<file path="src/rtl/sync_fifo_pkg.sv">
// Shared types and width helpers for the single-clock FWFT FIFO.
package sync_fifo_pkg;

  // Status flags as seen at the FIFO boundary.
  typedef struct packed {
    logic full;
    logic afull;
    logic empty;
    logic aempty;
    logic ovf;
    logic udf;
  } fifo_status_t;

  // Pointer width; a depth of 1 would otherwise give a zero-width pointer.
  function automatic int unsigned ptr_width(input int unsigned depth);
    return (depth > 1) ? $clog2(depth) : 1;
  endfunction

  // The count needs one extra bit to hold the value DEPTH itself.
  function automatic int unsigned cnt_width(input int unsigned depth);
    return $clog2(depth) + 1;
  endfunction

endpackage

</file>
<file path="src/rtl/sync_fifo_ram.sv">
// DEPTH x WIDTH storage: synchronous write, asynchronous read. Contents are never reset.
module sync_fifo_ram #(
  parameter int unsigned WIDTH  = 8,
  parameter int unsigned DEPTH  = 8,
  parameter int unsigned ADDR_W = 3
) (
  input  logic              clk,
  input  logic              we,
  input  logic [ADDR_W-1:0] waddr,
  input  logic [WIDTH-1:0]  wdata,
  input  logic [ADDR_W-1:0] raddr,
  output logic [WIDTH-1:0]  rdata
);

  logic [WIDTH-1:0] mem [DEPTH];

  // Write port: store the word on accepted writes only.
  always_ff @(posedge clk) begin
    if (we) begin
      mem[waddr] <= wdata;
    end
  end

  assign rdata = mem[raddr];

endmodule

</file>
<file path="src/rtl/sync_fifo_lvl.sv">
// Single-clock first-word-fall-through FIFO with fill level, almost-full/empty
// thresholds and sticky overflow/underflow flags.
module sync_fifo_lvl
  import sync_fifo_pkg::*;
#(
  parameter int unsigned FIFO_WIDTH    = 8,
  parameter int unsigned FIFO_DEPTH    = 8,
  parameter int unsigned AFULL_THRESH  = 6,
  parameter int unsigned AEMPTY_THRESH = 2
) (
  input  logic                              fifo_clk,
  input  logic                              fifo_rst_n,
  input  logic                              fifo_wen,
  input  logic [FIFO_WIDTH-1:0]             fifo_wdata,
  output logic                              fifo_full,
  output logic                              fifo_afull,
  input  logic                              fifo_ren,
  output logic [FIFO_WIDTH-1:0]             fifo_rdata,
  output logic                              fifo_empty,
  output logic                              fifo_aempty,
  output logic [cnt_width(FIFO_DEPTH)-1:0]  fifo_count,
  output logic                              fifo_ovf,
  output logic                              fifo_udf,
  input  logic                              fifo_err_clr
);

  localparam int unsigned PTR_W = ptr_width(FIFO_DEPTH);
  localparam int unsigned CNT_W = cnt_width(FIFO_DEPTH);

  logic [PTR_W-1:0]      wr_ptr_q, rd_ptr_q;
  logic [CNT_W-1:0]      count_q, count_d;
  logic                  ovf_q, udf_q, ovf_d, udf_d;
  logic                  wr_acc, rd_acc;
  logic [FIFO_WIDTH-1:0] ram_rdata;
  fifo_status_t          status;

  // Flag decode from the registered count only; no path from wen/ren.
  always_comb begin
    status        = '0;
    status.full   = (count_q == CNT_W'(FIFO_DEPTH));
    status.afull  = (count_q >= CNT_W'(AFULL_THRESH));
    status.empty  = (count_q == '0);
    status.aempty = (count_q <= CNT_W'(AEMPTY_THRESH));
    status.ovf    = ovf_q;
    status.udf    = udf_q;
  end

  // A write at full is accepted only when a pop frees a slot on the same edge.
  // A read at empty is never accepted, even alongside a write.
  assign rd_acc = fifo_ren & ~status.empty;
  assign wr_acc = fifo_wen & (~status.full | fifo_ren);

  // Next count and sticky error flags; a set beats a same-cycle clear.
  always_comb begin
    count_d = count_q;
    unique case ({wr_acc, rd_acc})
      2'b10:   count_d = count_q + CNT_W'(1);
      2'b01:   count_d = count_q - CNT_W'(1);
      default: count_d = count_q;
    endcase
    ovf_d = (fifo_wen & status.full & ~fifo_ren) | (ovf_q & ~fifo_err_clr);
    udf_d = (fifo_ren & status.empty) | (udf_q & ~fifo_err_clr);
  end

  // Pointer, count and error state; pointers wrap naturally at DEPTH (power of 2).
  always_ff @(posedge fifo_clk or posedge fifo_rst_n) begin
    if (fifo_rst_n) begin
      wr_ptr_q <= '0;
      rd_ptr_q <= '0;
      count_q  <= '0;
      ovf_q    <= 1'b0;
      udf_q    <= 1'b0;
    end else begin
      if (wr_acc) wr_ptr_q <= wr_ptr_q + PTR_W'(1);
      if (rd_acc) rd_ptr_q <= rd_ptr_q + PTR_W'(1);
      count_q <= count_d;
      ovf_q   <= ovf_d;
      udf_q   <= udf_d;
    end
  end

  sync_fifo_ram #(
    .WIDTH  (FIFO_WIDTH),
    .DEPTH  (FIFO_DEPTH),
    .ADDR_W (PTR_W)
  ) u_ram (
    .clk   (fifo_clk),
    .we    (wr_acc),
    .waddr (wr_ptr_q),
    .wdata (fifo_wdata),
    .raddr (rd_ptr_q),
    .rdata (ram_rdata)
  );

  // Head word falls through; forced to zero while empty.
  assign fifo_rdata  = status.empty ? '0 : ram_rdata;
  assign fifo_full   = status.full;
  assign fifo_afull  = status.afull;
  assign fifo_empty  = status.empty;
  assign fifo_aempty = status.aempty;
  assign fifo_ovf    = status.ovf;
  assign fifo_udf    = status.udf;
  assign fifo_count  = count_q;

endmodule

</file>
<file path="config.mk">
export PLATFORM = sky130hd
export DESIGN_NAME = sync_fifo_lvl
export DESIGN_NICKNAME = d
export VERILOG_FILES = /design/src/rtl/sync_fifo_pkg.sv /design/src/rtl/sync_fifo_ram.sv /design/src/rtl/sync_fifo_lvl.sv
export SDC_FILE = /design/constraint.sdc
export NUM_CORES = 1
export LEC_CHECK = 0
export CAP_MARGIN = 10
export CELL_PAD_IN_SITES_DETAIL_PLACEMENT = 1
export CELL_PAD_IN_SITES_GLOBAL_PLACEMENT = 1
export CORE_MARGIN = 2
export CORE_UTILIZATION = 54
export CTS_BUF_LIST = sky130_fd_sc_hd__clkbuf_4
export CTS_CLUSTER_SIZE = 16
export DETAILED_ROUTE_END_ITERATION = 12
export GPL_ROUTABILITY_DRIVEN = 0
export PLACE_DENSITY = 0.91
export SYNTH_ARGS = -nofsm -noshare
export SYNTH_HDL_FRONTEND = slang
export SYNTH_SLANG_ARGS = --single-unit
</file>
<file path="constraint.sdc">
create_clock -name fifo_clk -period 5.9 [get_ports fifo_clk]
set_clock_uncertainty 0.15 [all_clocks]
set_input_delay 1.18 -clock fifo_clk [delete_from_list [all_inputs] [get_ports fifo_clk]]
set_output_delay 1.18 -clock fifo_clk [all_outputs]
set_load 0.005 [all_outputs]
</file>
======== After elaboration in Yosys (flattened, before gate mapping) ========
Memories as Yosys holds them, arrays and structs flattened.
Cells that the tools add are included.
word-level totals
  bits in latches ......................... 0
  memory bits (writable) .................. 64
  memory bits (read-only) ................. 0
  memories kept ........................... 1
  bits of input ports ..................... 13
  register bits ........................... 12
  output and inout bits ................... 18
memory list
  name       words  width  read ports  clocked after memory_dff  write ports  RTL line             RTL
  u_ram.mem  8      8      1           0                         1            sync_fifo_ram.sv:15  logic [WIDTH-1:0] mem [DEPTH];
operators by class
  order comparisons ....................... 2
  divide/modulo/power cells ............... 0
  add/subtract/negate cells ............... 4
  shifts and indexed selects .............. 0
  multiply operators ...................... 0
  reduce and logical (&&, ||, !) cells .... 2
  eq/ne operators ......................... 3
  bitwise operators ....................... 14
  mux-type cells .......................... 4
operators by type and width
  operator                                              number
  two-way mux 8 bit                                     1
  one-hot mux 4 bit (2 select lines)                    1
  AND 1 bit                                             7
  adder 3 x 1 -> 3 bit (second input constant)          2
  adder 4 x 1 -> 4 bit (second input constant)          1
  == test 4 bit (second input constant)                 1
  >= comparator 4 x 3 -> 1 bit (second input constant)  1
  <= comparator 4 x 2 -> 1 bit (second input constant)  1
  logical NOT 4 bit                                     1
  NOT 1 bit                                             4
  subtractor 4 x 1 -> 4 bit (second input constant)     1
  OR 1 bit                                              3
  == test 2 x 1 -> 1 bit (second input constant)        1
  == test 2 bit (second input constant)                 1
  two-way mux 1 bit                                     2
  nonzero test 2 bit                                    1

======== Depth between registers and ports, before layout ========
Gate-level depths: netlist of the first run.
  word-level depth ........................ 6
  depth in mapped cells ................... 11

======== Modules after synthesis ========
Synthesis of the first run repeated with hierarchy kept, for this count alone.
unflattened totals
  cells, all modules ...................... 171
  area total of the unflattened synthesis .. 3236.9 um^2
by module, submodules not included
  module         area an instance (um^2)  cells each  times used  seq. area each (um^2)
  sync_fifo_ram  2531.2                   106         1           1921.8
  sync_fifo_lvl  705.7                    65          1           300.3

======== Worst setup path before layout of the first run ========
OpenSTA, ideal clock, no wires.
  path kind ............................... flip-flop to output port
  start ................................... reg rd_ptr_q[0]
  end ..................................... out fifo_rdata[6]
  path buffers ............................ 2
  stages on the path, launching flop included .. 6
  required time ........................... 4.570 ns
  arrival ................................. 1.498 ns
  slack ................................... 3.072 ns
  cell sequence ........................... dfrtp_1 -> buf_2 -> buf_4 -> mux4_2 -> mux2i_1 -> nor2_1
between the ends
  longest elaborated chain between the ends .. 2
RTL lines
  element                  RTL line             RTL
  start, declared          sync_fifo_lvl.sv:30  logic [PTR_W-1:0] wr_ptr_q, rd_ptr_q;
  start signal, assigned   sync_fifo_lvl.sv:75  if (rd_acc) rd_ptr_q <= rd_ptr_q + PTR_W'(1);
  memory read (8 x 8 bit)  --
  two-way mux 8 bit        sync_fifo_lvl.sv:96  assign fifo_rdata = status.empty ? '0 : ram_rdata;
  end, declared            sync_fifo_lvl.sv:18  output logic [FIFO_WIDTH-1:0] fifo_rdata,
Every way passes these cells.

======== Final worst setup path of the first run ========
  start ................................... reg rd_ptr_q[0]
  end ..................................... out fifo_rdata[3]
Same word-level chain as after synthesis.

==> out/results.ini, run 1 <==
[global_route]
track_usage = 0.2276
antenna_found_initial = 0
grt_pass1_vias = 1897
grt_max_degree = 19
grt_overflow = 0
grt_pass1_wl_um = 10210

[clocking]
clk_latency_ps = 420
clock_path_buffers = 2
clockRootBuffer = clkbuf_4
h-tree-depth = 3
cts.clk_slew.worst_paths_ps = 120
cts_hold_buf = 0
cts_setup_buffers = 0
clock_sinks = 76
cts_resized = 0
cts_buffers = 9
tritoncts = done

[critical_path]
worstPathArrival_ps = 2810
rr_endpoint = fifo_count[2]
cp-end-kind = primary output
crit_start = rd_ptr_q[0]
worstPathMaxFanout = 18
rrSetupSlack_ps = 3100
startpoint_type = register
crit_end = fifo_rdata[3]
crit_type = register to primary output
r2r_start = fifo_count[1]
required_ps = 4570
worstRegToRegCells = 10

[power_and_ir_drop]
finalPower_mw = 1.714
cellPowerDensity_mw_per_mm2 = 467.7
peakVddDrop_mv = 0.3102
power.static_leakage_nw = 1.270

[floorplanning]
coreArea_sq_mm = 0.005574
rows = 27
start_util = 0.5632
die_h_um = 80.25
die_x_um = 80.25
dieArea_sq_mm = 0.006439
pin_count = 31

[timing]
max_freq_mhz = 241.6
max_slew_margin = 0.2655
fin_tns_setup_ps = 0
post-route-worst-setup-slack_ps = 1762
worst_pin_slew_ps = 1102
fin_crit_sh = 0.7014
min_period_ps = 4138
grt_setup_unrepaired = no
setup_viol = 0
final_hold_viol_count = 0
whs_ps = 396.3
slew_viol_final = 0

[detailed_routing]
dr.pass1.iters = 4
wl_um = 6327
vias = 1703
antenna_left = 0
drcViolationCount = 0
dr.first_iter.drc_count = 103
avgRoutedWirePerCell_um = 21.89
viasPerCell = 5.893

[yosys]
syn_area_sq_mm = 0.003139
ys_ff_latch = 76
yosysWarnings = 0
ys_seq_area_frac = 0.7079
post_synth_num_cell_types = 33
syn_area_per_cell_sq_um = 18.15
syn_inst = 173
syn_nets = 191

[placed_design]
port-buffer-count = 30
hpwl_um = 4317
place_inst = 273
place_ws_ps = 2159

[finish]
drive_above_1_share = 0.2074
syn_to_final_growth_pct = 16.70
stdcell_count = 289
layout.nets = 230
antennaDiodeCount = 0

[run_status]
status = finished clean

[worst_hold_path]
min_path_type = register to register

[flow_run]
drv_cap = 0

worst max-delay path: stages (launching register included):
cell and delay (ps):
dfrtp_1 1090, mux4_2 610, mux2i_1 170, nor2_1 60
clkdlybuf4s50_1 460
logic make-up (layout without fill, tap and decap cells):
kind of cell | Yosys count | in the layout | share of synthesized area
DFF | 76 | 76 | 0.7079
xor gates and xnor gates | 9 | 9 | 0.02511
adders and majority gates | 5 | 5 | 0.01993
muxes | 26 | 26 | 0.1475
buffers and inverters | 14 | 58 | 0.02312
and+or+nand+nor | 34 | 34 | 0.05461
AOI/OAI and AO/OA | 9 | 9 | 0.02192
routing by layer:
metal / global-route usage / up-vias / part of all wire
li1: - / 745 / -
met1: 0.2732 / 903 / 0.40
met2: 0.3758 / 43 / 0.53
met3: 0.07865 / 12 / 0.047
met4: 0.09661 / 0 / 0.019
met5: 0 / - / 0
Yosys cell counts (all sizes together):
master,instances,area [sq um]
a21oi,2,10.01
nand3b,1,7.510
o21bai,1,7.510
a211oi,2,15.01
nand2b,4,25.02
mux4,16,360.4
a21o,1,7.510
nand2,8,32.54
buf,6,36.29
nor4,2,12.51
edfxtp,64,1922
o21a,1,15.01
nand4b,1,8.760
nor2,12,45.04
or4b,1,13.76
nor2b,1,6.260
mux2,2,22.52
ha,5,62.56
clkinv,1,8.760
dfrtp,12,300.3
xor2,4,35.03
nor3,4,20.02
mux2i,8,80.08
o32ai,1,8.760
inv,5,18.77
o21ai,1,5.000
clkbuf,2,8.750
xnor2,5,43.79
state kept, by name, summed over array words and instances (netlist names):
name        cells
u_ram.mem      64
fifo_count      4
rd_ptr_q        3
wr_ptr_q        3
fifo_ovf        1
fifo_udf        1
stage by stage:
step	cell area, sq um	util
CTS	3664	0.6572
global route	3664	0.6572
floorplan	3139	-
detailed placement	3536	0.6343
global placement	3536	0.6343
finish	3664	0.6572
cells in the final DEF, fill, tap and decap left out, types with 2 or more instances in the layout:
master and n:
nor2_1 12, mux2i_1 8, clkinvlp_4 3, xnor2_1 5, nor3_1 4, dfrtp_1 12
inv_1 5, clkinv_4 3, a21oi_1 2, buf_4 6, nand2b_1 4, edfxtp_1 64
clkdlybuf4s50_1 30, mux2_2 2, a211oi_1 2, xor2_1 4, clkbuf_4 9, nand2_1 7
ha_1 5, mux4_2 16
layout make-up:
| type | instances | area, sq um |
|---|---|---|
| sequential | 76 | 2222 |
| fill | 473 | 1911 |
| multi-input combinational | 83 | 850.8 |
| timing repair buffer | 36 | 345.3 |
| tap | 72 | 90.09 |
| clock buffer | 9 | 67.56 |
| clock inverter | 7 | 60.06 |
| inverter | 6 | 27.53 |
how the worst min path moves through the flow:
| stage | to | cells past startpoint | slack [ps] | startpoint |
|---|---|---|---|---|
| 3_5_place_dp | fifo_udf | 2 | 380 | fifo_udf |
| 3_3_place_gp | fifo_ovf | 2 | 350 | fifo_ovf |
| 5_1_grt | fifo_udf | 2 | 430 | fifo_udf |
| 4_1_cts | fifo_udf | 2 | 400 | fifo_udf |
| 6_report | fifo_udf | 2 | 400 | fifo_udf |
| 2_1_floorplan | fifo_ovf | 2 | 360 | fifo_ovf |
power breakdown:
group / internal [mW] / switching [mW] / leakage, nW / total, mW
logic: 0.369 / 0.216 / 0.483 / 0.585
clock network: 0.0918 / 0.197 / 0.0607 / 0.289
registers: 0.686 / 0.154 / 0.726 / 0.840
total: 1.15 / 0.568 / 1.27 / 1.71
Note: power is estimated with default switching activity, not from simulation.
==> inputs of run 2 (changes only) <==
CORE_UTILIZATION = 45   (was 54)
PLACE_DENSITY = 0.81   (was 0.91)
clock period = 3.36 ns   (was 5.9 ns; I/O delays follow)
==> run 2 against run 1 <==
Sequential power is 69% higher. Largest power group unchanged. Cell count rose by 4.5%. Worst setup slack got worse by 1600 ps. Total power grew 75%. Critical endpoint is now fifo_rdata[4]. Largest cell class unchanged. First-iteration DRC count fell by 17%. Critical path type unchanged. Wire length rose by 0.35%.
==> out/results.ini, run 2 (same netlist as run 1, synthesis figures left out) <==
[timing]
fin_crit_sh = 0.9484
min_period_ps = 3187
final_hold_viol_count = 0  ; unchanged
grt_setup_unrepaired = no  ; unchanged
max_freq_mhz = 313.8
max_slew_margin = 0.5880  ; was 0.2655
fin_tns_setup_ps = 0  ; unchanged
worst_pin_slew_ps = 612.9  ; was 1102 ps
slew_viol_final = 0  ; unchanged
setup_viol = 0  ; unchanged
whs_ps = 383.2  ; was 396.3 ps

[critical_path]
r2r_start = fifo_count[1]  ; unchanged
worstRegToRegCells = 10  ; unchanged
crit_type = register to primary output  ; unchanged
rr_endpoint = fifo_count[2]  ; unchanged
cp-end-kind = primary output  ; unchanged
rrSetupSlack_ps = 600  ; was 3100 ps
crit_slowest_cell = nor4_2  ; was dfrtp_1
worstPathArrival_ps = 2360  ; was 2810 ps
startpoint_type = register  ; unchanged
cp_slowest_stage_delay_ps = 630  ; was 1090 ps
required_ps = 2540  ; was 4570 ps
cp_cell_sequence = nor4_2 -> buf_4 -> nor2_1 -> clkdlybuf4s50_1  ; was mux4_2 -> mux2i_1 -> nor2_1 -> clkdlybuf4s50_1
worstPathMaxFanout = 10  ; was 18

[power_and_ir_drop]
p_int_mw = 2.029  ; was 1.146 mW
cellPowerDensity_mw_per_mm2 = 810.2  ; was 467.7 mW/mm^2
peakVddDrop_mv = 0.3602  ; was 0.3102 mV
power.static_leakage_nw = 1.294  ; was 1.270 nW
combPwrFrac = 0.370  ; was 0.341
power.share.clock = 0.158  ; was 0.169
swShare = 0.3240  ; was 0.3312
p_seq_frac = 0.472  ; was 0.490
p_sw_mw = 0.9724  ; was 0.5676 mW

[finish]
drive_above_1_share = 0.2297  ; was 0.2074
final_common_cell = edfxtp_1  ; unchanged
fin_area_sq_mm = 0.003705  ; was 0.003664 sq mm
antennaDiodeCount = 0  ; unchanged
stdcell_count = 302  ; was 289
regMostFlops = u_ram.mem  ; unchanged
largest_register_ffs = 64  ; unchanged
syn_to_final_growth_pct = 18.02  ; was 16.70%
final_cell_mix = edfxtp_1 (64), clkdlybuf4s50_1 (30), mux4_2 (16)  ; unchanged
layout.nets = 235  ; was 230

[floorplanning]
coreArea_sq_mm = 0.006756  ; was 0.005574 sq mm
die_h_um = 87.53  ; was 80.25 um
die_x_um = 87.53  ; was 80.25 um
dieArea_sq_mm = 0.007661  ; was 0.006439 sq mm
pin_count = 31  ; unchanged
start_util = 0.4646  ; was 0.5632
rows = 30  ; was 27

[placed_design]
placed_cell_area_sq_mm = 0.003583  ; was 0.003536 sq mm
place_inst = 286  ; was 273
hpwl_um = 4154  ; was 4317 um
port-buffer-count = 30  ; unchanged

[clocking]
cts_buffers = 9  ; unchanged
h-tree-depth = 3  ; unchanged
clockRootBuffer = clkbuf_4  ; unchanged
cts.clk_slew.worst_paths_ps = 120  ; about the same
clock_sinks = 76  ; unchanged
clk_latency_ps = 400  ; was 420 ps
cts_setup_buffers = 0  ; unchanged
tritoncts = done  ; unchanged
clock_path_buffers = 2  ; unchanged

[detailed_routing]
dr.first_iter.drc_count = 86  ; was 103
wl_um = 6349  ; was 6327 um
antenna_left = 0  ; unchanged
drcViolationCount = 0  ; unchanged
avgRoutedWirePerCell_um = 21.02  ; was 21.89 um
dr.pass1.iters = 4  ; unchanged
vias = 1686  ; was 1703
viasPerCell = 5.583  ; was 5.893

[global_route]
grt_pass1_wl_um = 9963  ; was 10210 um
grt_overflow = 0  ; unchanged
grt_max_degree = 19  ; unchanged
grt_pass1_vias = 1742  ; was 1897
track_usage = 0.1861  ; was 0.2276
antenna_found_initial = 0  ; unchanged

[worst_hold_path]
min_path_type = register to register  ; unchanged
holdPathEnd = fifo_ovf  ; was fifo_udf
worstHoldStart = fifo_ovf  ; was fifo_udf
hold_depth = 2  ; unchanged

[flow_run]
drv_cap = 0  ; unchanged

[run_status]
status = finished clean  ; unchanged

run 2: changes by cell type in the layout (fill, tap and decap cells not counted), sizes merged:
cell    previous run  this run
clkinv             3         4
inv                7         5
clkbuf             9        10
buf                6        11
run 2: power by group through the flow:
stage	logic (mW)	clock network (mW)	registers [mW]
global placement	1.09	0	1.42
floorplan	0.734	0	1.30
finish	1.11	0.474	1.42
CTS	1.14	0.488	1.42
global route	1.23	0.528	1.45
detailed placement	1.13	0	1.44
run 2: cell type report:
type	instances	area, sq um
fill	621	3052
sequential	76	2223
multi-input combinational	83	850.8
timing repair buffer	41	386.6
tap	80	100.1
clock buffer	10	75.07
clock inverter	6	41.29
inverter	6	27.53
run 2: worst max path at each step:
stage                    end  cells past startpoint           from
5_1_grt        fifo_rdata[4]                      4  fifo_count[1]
3_5_place_dp   fifo_count[2]                     10       fifo_ren
3_3_place_gp   fifo_count[2]                     10       fifo_ren
6_report       fifo_rdata[4]                      4  fifo_count[1]
4_1_cts        fifo_rdata[3]                      4    rd_ptr_q[1]
2_1_floorplan  fifo_count[2]                     11  fifo_count[1]
run 2: repair_timing:
action / in CTS / in global routing
hold buffers: 0 / 0
hold endpoints to repair: 0 / 0
setup endpoints to repair: 0 / 4
gates resized for setup: 0 / 2
run 2: per-stage QoR:
step,setup slack [ps],utilization,total power [mW]
after floorplan,795.3,-,2.038
after global placement,539.5,0.5304,2.508
after detailed placement,447.8,0.5304,2.566
after CTS,58.80,0.5476,3.042
after global routing,42.26,0.5483,3.199
final,173.4,0.5483,3.002
run 2: critical path: cells and delay by family, from the launching register on:
family / cells / cell delay [ps]
simple gates: 2 / 690
buf+inv: 2 / 740
flops: 1 / 520
run 2: metal layers:
metal | track usage | vias up | share of wire
met5 | 0 | - | 0
met2 | 0.2893 | 45 | 0.49
met1 | 0.2516 | 867 | 0.44
met4 | 0.09371 | 0 | 0.023
li1 | - | 762 | -
met3 | 0.03697 | 12 | 0.049
==> inputs of run 3 (changes only) <==
GPL_ROUTABILITY_DRIVEN = not set   (was 0)
==> results of run 3 <==
No change in the layout: final DEF, timing and power equal those of run 2.
